--- src/rtl/sram_ctrl_pkg.sv ---
// Shared types and default parameters for the word-cell array sequencing controller.
package sram_ctrl_pkg;

    typedef enum logic [1:0] {
        ST_IDLE,
        ST_SETUP,
        ST_STROBE,
        ST_RESP
    } state_e;

    localparam int DEF_ADDR_W    = 3;
    localparam int DEF_DEPTH     = 8;
    localparam int DEF_DATA_W    = 8;
    localparam int DEF_WR_CYCLES = 1;

endpackage

--- src/rtl/word_decoder.sv ---
// Combinational address to one-hot word select; addresses past DEPTH select nothing and raise oor_o.
module word_decoder
    import sram_ctrl_pkg::*;
#(
    parameter int ADDR_W = DEF_ADDR_W,
    parameter int DEPTH  = DEF_DEPTH
) (
    input  logic [ADDR_W-1:0] addr_i,
    output logic [DEPTH-1:0]  sel_o,
    output logic              oor_o
);

    genvar gi;
    generate
        for (gi = 0; gi < DEPTH; gi++) begin : g_sel
            assign sel_o[gi] = (addr_i == ADDR_W'(gi));
        end
    endgenerate

    // Widened compare stays meaningful even when DEPTH == 2**ADDR_W.
    assign oor_o = (32'(addr_i) >= 32'(DEPTH));

endmodule

--- src/rtl/sram_ctrl.sv ---
// Single-word request sequencer for the word-cell array: setup, strobe, then a one-cycle response.
module sram_ctrl
    import sram_ctrl_pkg::*;
#(
    parameter int ADDR_W    = DEF_ADDR_W,
    parameter int DEPTH     = DEF_DEPTH,
    parameter int DATA_W    = DEF_DATA_W,
    parameter int WR_CYCLES = DEF_WR_CYCLES
) (
    input  logic              clk,
    input  logic              rst,
    input  logic              req_valid,
    output logic              req_ready,
    input  logic              req_we,
    input  logic [ADDR_W-1:0] req_addr,
    input  logic [DATA_W-1:0] req_wdata,
    output logic              rsp_valid,
    output logic [DATA_W-1:0] rsp_rdata,
    output logic              rsp_err,
    output logic              op,
    output logic [DEPTH-1:0]  sel_x,
    output logic [DATA_W-1:0] in_bus,
    input  logic [DATA_W-1:0] out_bus
);

    localparam int CNT_W = (WR_CYCLES > 1) ? $clog2(WR_CYCLES) : 1;

    state_e              state_q, state_d;
    logic [CNT_W-1:0]    cnt_q, cnt_d;
    logic                we_q, we_d;
    logic                err_q, err_d;
    logic [DEPTH-1:0]    tgt_sel_q, tgt_sel_d;
    logic                ready_q, ready_d;
    logic                rsp_valid_q, rsp_valid_d;
    logic [DATA_W-1:0]   rsp_rdata_q, rsp_rdata_d;
    logic                rsp_err_q, rsp_err_d;
    logic                op_q, op_d;
    logic [DEPTH-1:0]    sel_x_q, sel_x_d;
    logic [DATA_W-1:0]   in_bus_q, in_bus_d;

    logic [DEPTH-1:0]    dec_sel;
    logic                dec_oor;

    word_decoder #(
        .ADDR_W (ADDR_W),
        .DEPTH  (DEPTH)
    ) u_word_decoder (
        .addr_i (req_addr),
        .sel_o  (dec_sel),
        .oor_o  (dec_oor)
    );

    always_ff @(posedge clk) begin
        if (rst) begin
            state_q     <= ST_IDLE;
            cnt_q       <= '0;
            we_q        <= 1'b0;
            err_q       <= 1'b0;
            tgt_sel_q   <= '0;
            ready_q     <= 1'b0;
            rsp_valid_q <= 1'b0;
            rsp_rdata_q <= '0;
            rsp_err_q   <= 1'b0;
            op_q        <= 1'b0;
            sel_x_q     <= '0;
            in_bus_q    <= '0;
        end else begin
            state_q     <= state_d;
            cnt_q       <= cnt_d;
            we_q        <= we_d;
            err_q       <= err_d;
            tgt_sel_q   <= tgt_sel_d;
            ready_q     <= ready_d;
            rsp_valid_q <= rsp_valid_d;
            rsp_rdata_q <= rsp_rdata_d;
            rsp_err_q   <= rsp_err_d;
            op_q        <= op_d;
            sel_x_q     <= sel_x_d;
            in_bus_q    <= in_bus_d;
        end
    end

    // Outputs are computed for the state being entered so every pin comes straight from a flop.
    always_comb begin
        state_d     = state_q;
        cnt_d       = cnt_q;
        we_d        = we_q;
        err_d       = err_q;
        tgt_sel_d   = tgt_sel_q;
        ready_d     = ready_q;
        rsp_valid_d = 1'b0;
        rsp_rdata_d = rsp_rdata_q;
        rsp_err_d   = rsp_err_q;
        op_d        = op_q;
        sel_x_d     = sel_x_q;
        in_bus_d    = in_bus_q;

        case (state_q)
            ST_IDLE: begin
                ready_d = 1'b1;
                if (req_valid && ready_q) begin
                    state_d   = ST_SETUP;
                    ready_d   = 1'b0;
                    we_d      = req_we;
                    err_d     = dec_oor;
                    tgt_sel_d = dec_sel;
                    in_bus_d  = req_we ? req_wdata : '0;
                end
            end
            ST_SETUP: begin
                state_d = ST_STROBE;
                sel_x_d = tgt_sel_q;
                op_d    = we_q;
                cnt_d   = we_q ? CNT_W'(WR_CYCLES - 1) : '0;
            end
            ST_STROBE: begin
                if (cnt_q == '0) begin
                    state_d     = ST_RESP;
                    sel_x_d     = '0;
                    op_d        = 1'b0;
                    rsp_valid_d = 1'b1;
                    rsp_err_d   = err_q;
                    if (!we_q) begin
                        rsp_rdata_d = err_q ? '0 : out_bus;
                    end
                end else begin
                    cnt_d = cnt_q - CNT_W'(1);
                end
            end
            ST_RESP: begin
                state_d   = ST_IDLE;
                rsp_err_d = 1'b0;
                ready_d   = 1'b1;
            end
            default: begin
                state_d = ST_IDLE;
            end
        endcase
    end

    assign req_ready = ready_q;
    assign rsp_valid = rsp_valid_q;
    assign rsp_rdata = rsp_rdata_q;
    assign rsp_err   = rsp_err_q;
    assign op        = op_q;
    assign sel_x     = sel_x_q;
    assign in_bus    = in_bus_q;

endmodule

--- config.mk ---
export PLATFORM = sky130hd
export DESIGN_NAME = sram_ctrl
export DESIGN_NICKNAME = d
export VERILOG_FILES = /design/src/rtl/sram_ctrl_pkg.sv /design/src/rtl/word_decoder.sv /design/src/rtl/sram_ctrl.sv
export SDC_FILE = /design/constraint.sdc
export NUM_CORES = 1
export LEC_CHECK = 0
export CAP_MARGIN = 30
export CORE_MARGIN = 5
export CORE_UTILIZATION = 44
export DETAILED_ROUTE_END_ITERATION = 16
export MAX_ROUTING_LAYER = met4
export PLACE_DENSITY = 0.78
export SYNTH_ARGS = -nofsm -noshare
export SYNTH_HDL_FRONTEND = slang
export SYNTH_SLANG_ARGS = --single-unit
--- constraint.sdc ---
create_clock -name clk -period 1.9 [get_ports clk]
set_input_delay 0.285 -clock clk [delete_from_list [all_inputs] [get_ports clk]]
set_output_delay 0.285 -clock clk [all_outputs]
set_load 0.005 [all_outputs]
-- Yosys cells after proc, flatten, opt, wreduce, memory -nomap -nowiden
Index checks and enable logic that the tools add are counted.
- register bits: 40
- bits in latches: 0
- bits in writable memories: 0
- bits in read-only memories: 0
- input port bits: 23
- output and inout bits: 28
- logic and storage cells: 53
- memories kept: 0
- add/subtract/negate cells: 1
- multipliers: 0
- divide/modulo/power cells: 0
- $lt $le $gt $ge: 0
- equal/unequal tests: 12
- shift operators: 0
- mux-type cells: 14
- bitwise operators: 3
- reduce and logical (&&, ||, !) cells: 12
- operators by type and width (operator ; count):
    8-bit two-way mux ; 2
    8-bit case mux with 2 select lines ; 1
    3-bit == test, second input constant ; 4
    1-bit case mux with 2 select lines ; 4
    2-bit case mux with 4 select lines ; 1
    2-bit AND reduction ; 4
    3-bit by 2-bit == test with 1-bit output, second input constant ; 2
    2-bit nonzero test ; 3
    2-bit == test, second input constant ; 2
    1-bit two-way mux ; 4
    2-bit two-way mux ; 2
    2-bit inequality test, second input constant ; 2
    3-bit by 1-bit == test with 1-bit output, second input constant ; 1
    3-bit logical NOT ; 1
    1-bit inverter ; 3
    3-bit AND reduction ; 1
    2-bit by 1-bit == test with 1-bit output, second input constant ; 1
    2-bit logical NOT ; 1
    2-bit OR reduction ; 1
    1-bit logical AND ; 1
    1-bit subtractor, second input constant ; 1

-- Depth between registers and ports, before layout
- word-level depth: 3
- depth in mapped cells: 7
- depth with buffers taken out: 5

-- Modules after synthesis
From an unflattened synthesis, not the netlist that was laid out.
- cells, all modules: 190
- area, all modules: 1699.1 sq um
- by module, submodules not included (module ; instances ; cells an instance ; area each (sq um) ; sequential area each (sq um)):
    sram_ctrl ; 1 ; 180 ; 1622.8 ; 800.8
    word_decoder ; 1 ; 10 ; 76.3 ; 0.0

-- Least setup slack after synthesis
Ideal clock, no wire load.
- path type: register -> register
- start point: reg state_q[0]
- end point: reg tgt_sel_q[2]
- library setup time: 70 ps
- arrival: 1311 ps
- data required time: 1830 ps
- path slack: 518 ps
- cell stages (with the launch flop): 6
- path buffers: 0
- period minus slack after synthesis: 1382 ps
- cell sequence: dfxtp_1 inv_1 ha_1 nand3_4 or4b_1 a21oi_1
- word-level cells in the longest chain between the ends: 2
- RTL lines (element ; RTL line ; text):
    start: declaration ; sram_ctrl.sv:28 ; state_e state_q, state_d;
    start signal: assignment ; sram_ctrl.sv:68 ; state_q <= state_d;
    2-bit logical NOT ; sram_ctrl.sv:98 ; case (state_q)
    2-bit AND reduction (no source line) ; - ;
    end signal: assignment ; sram_ctrl.sv:72 ; tgt_sel_q <= tgt_sel_d;
    end: declaration ; sram_ctrl.sv:32 ; logic [DEPTH-1:0] tgt_sel_q, tgt_sel_d;
Every way passes these cells.
A chain may end at the register's enable or synchronous reset.

-- Final worst setup path
- start point: reg ready_q (netlist: req_ready)
- end point: out req_ready
- RTL lines (element ; RTL line ; text):
    start: declaration ; sram_ctrl.sv:33 ; logic ready_q, ready_d;
    start signal: assignment ; sram_ctrl.sv:73 ; ready_q <= ready_d;
    end: declaration ; sram_ctrl.sv:13 ; output logic req_ready,
No word-level cell between the ends.

==> results.toml <==
[floorplan]
initial_utilization_pct = 45.4
die_w_um = 68.7
core_um2 = 3340
rows = 21
dieArea_um2 = 4720
ios = 51
die_y_um = 68.7

[sta]
setup_tns_ns = 0
tightest_slew_ns = 0.530
hold-worst-slack_ns = 0.461
period_share_pct = 86.3
fmax_mhz = 610
finalClockSkew_ns = 0.00643
rsz0062_at_grt = "no"
drv_slew = 0
relSlewSlack_pct = 64.7
min_period_ns = 1.64
hold_violations = 0
finalSetupViolCount = 0

[placement]
finalWeightedCongestion = 0.755
io_buffer_count = 49
placed_area_um2 = 2040
dp_hpwl_um = 2410

[worst_setup_path]
cpLargestDelayFamily = "buffers and inverters"
cp_data_required_time_ns = 1.62
critical_path_class = "flop to output pin"
cpPeakStageDelay_ns = 0.56
cp_slowest_cell = "clkdlybuf4s50_1"
cp_max_fo = 6
critPathArrivalTime_ns = 1.36
crit_path_end_kind = "output pin"
cp_num_buf_inv = 1
critPathLaunchType = "flop"
crit_chain = "clkdlybuf4s50_1"

[synthesis]
synthXorXnorAreaFrac_pct = 0
synth_compound_area_share_pct = 10.3
synth_top_family_by_area = "simple AND/OR/NAND/NOR gates"
ys_seq_area_share_pct = 50.2
synth_cells = 166
synth_top_area_cell = "dfxtp_1"
syn_avg_cell_area_um2 = 9.14
yosysTopAreaCellShare_pct = 50.2
synth_seq_cells = 38
ys.warnings.count = 0
yosys.cell_types.count = 25
synthMuxAreaShare_pct = 5.94
synth.net_count = 193
synthTopCellsByArea = "dfxtp_1, a21oi_1, mux2i_1"
synth-simple-area-share_pct = 25.7
syn_area_um2 = 1520
synthAdderAreaFrac_pct = 3.30

[clock_tree]
clkLatencyLatePin_ns = 0.34
htreeDepth = 2
cts_max_path_buffers = 2
numCtsBuffers = 5
cts_tree = "built"
cts.clk_slew.worst_paths_ns = 0.11
hold_buffers = 0
cts_setup_buffers = 0
cts.sinks = 38
ctsResizeCount = 0
cts_root_buffer = "clkbuf_4"

[global_route]
grt_usage_pct = 15.7
grt_pass1_wl_um = 5380
grt_overflow = 0
antenna_found_initial = 0
grt_pass1_vias = 1300
grt_max_degree = 39

[power_and_ir_drop]
total_power_mw = 2.21
p_per_area_nw_per_um2 = 1060
power_frac_clock_pct = 19.7
swShare_pct = 32.4
power_switching_mw = 0.716
vdd_drop_max_mv = 0.694
seqPwrFrac_pct = 43.5
combPwrFrac_pct = 36.7
leakage_nw = 0.718
power.internal_mw = 1.50

[finish]
area_growth_pct = 38.2
layout-drive-gt1-share_pct = 6.07
diodes = 0
fin_area_um2 = 2100
nNetsFinal = 240
nFillCells = 302

[status]
outcome = "complete, no violations"

[drt]
ant_nets = 0
wl_per_cell_um = 12.7
drt-total-wl_um = 3300
vias_per_cell = 4.98
detailedRoute.firstIterationViolations = 87
via_count = 1295
drt_first_pass_iters = 4
drc_errors = 0

[hold_path]
worstHoldPathType = "flop to flop"

[flow_run]
drv_cap = 0
## synthesized netlist by cell type
cell type / n
a21bo_2: 1
inv_1: 2
buf_2: 2
buf_1: 2
nand2_1: 18
nand3_4: 1
nor2_1: 13
a211oi_1: 1
and3_1: 1
and2b_1: 1
a21oi_1: 26
nand2b_1: 9
nand4b_1: 3
conb_1: 1
clkbuf_1: 7
ha_1: 4
nand3_1: 9
dfxtp_1: 38
a311oi_1: 1
nand4_1: 1
buf_4: 2
nand3b_1: 10
mux2i_1: 9
nor2b_1: 2
or4b_1: 2
## cell type report
| cell class | instances | area (µm²) | area share [%] |
|---|---|---|---|
| Sequential cell | 38 | 761 | 36.3 |
| Multi-Input combinational cell | 113 | 689 | 32.9 |
| Timing Repair Buffer | 53 | 520 | 24.8 |
| Tap cell | 46 | 57.6 | 2.75 |
| Clock buffer | 7 | 55.1 | 2.63 |
| Inverter | 2 | 7.51 | 0.358 |
| Clock inverter | 1 | 5.00 | 0.239 |
## through the flow
stage                     cells  worst slack [ns]  util [%]
after floorplan             166             0.518         -
after global placement      252             0.231      61.0
after CTS                   260             0.227      62.8
after detailed placement    252             0.196      61.0
after global routing        260             0.159      62.8
final                       260             0.259      62.8
## final timing paths
path / to / cells past startpoint / from / slack (ns)
setup / recovery: req_ready / 1 / req_ready / 0.26
hold / removal: in_bus[4] / 2 / in_bus[4] / 0.46
setup reg to reg: rsp_rdata[3] / 6 / state_q[0] / 0.31
hold reg to reg: in_bus[4] / 2 / in_bus[4] / 0.46
## kinds of logic (layout without fill, tap and decap cells)
| family | after synthesis | after routing |
|---|---|---|
| flops | 38 | 38 |
| compound gates | 29 | 29 |
| other cells | 1 | 1 |
| buf+inv | 15 | 63 |
| mux | 9 | 9 |
| fa+ha+maj | 4 | 4 |
| simple gates | 70 | 70 |
## flip-flops by register name, summed over array words and instances, names as in the netlist
signal and flops:
in_bus 8, rsp_valid 1, sel_x 8, req_ready 1, state_q 2, rsp_rdata 8, op 1, tgt_sel_q 8
we_q 1
## placed cells by master, fill, tap and decap left out, types with 2 or more instances in the layout
| master | synthesis | final |
|---|---|---|
| nor2b_1 | 2 | 2 |
| mux2i_1 | 9 | 9 |
| inv_1 | 2 | 2 |
| or4b_1 | 2 | 2 |
| nand2_1 | 18 | 18 |
| dfxtp_1 | 38 | 38 |
| nor2_1 | 13 | 13 |
| nand4b_1 | 3 | 3 |
| buf_4 | 2 | 4 |
| a21oi_1 | 26 | 26 |
| clkdlybuf4s50_1 | 0 | 49 |
| clkbuf_4 | 0 | 5 |
| ha_1 | 4 | 4 |
| nand2b_1 | 9 | 9 |
| nand3b_1 | 10 | 10 |
| nand3_1 | 9 | 9 |
## layer usage
layer,global-route usage [%],wire [µm]
met5,-,0
met4,5.84,29
met3,6.32,226
met2,25.7,1620
met1,17.0,1430
## worst register-to-register path: stages, from the launching register on
cell     delay [ns]
dfxtp_1        0.34
inv_1          0.11
ha_1           0.36
nor2b_1        0.19
buf_4          0.20
mux2i_1        0.22
nor2_1         0.06
## power by group through the flow
| stage | sequential, mW | clock [mW] | combinational [mW] |
|---|---|---|---|
| 4_1_cts | 0.964 | 0.451 | 0.825 |
| 6_report | 0.963 | 0.437 | 0.813 |
| 3_5_place_dp | 0.982 | 0 | 0.823 |
| 2_1_floorplan | 0.977 | 0 | 0.524 |
| 3_3_place_gp | 0.975 | 0 | 0.788 |
| 5_1_grt | 0.976 | 0.488 | 0.896 |
Note: power is estimated with default switching activity, not from simulation.
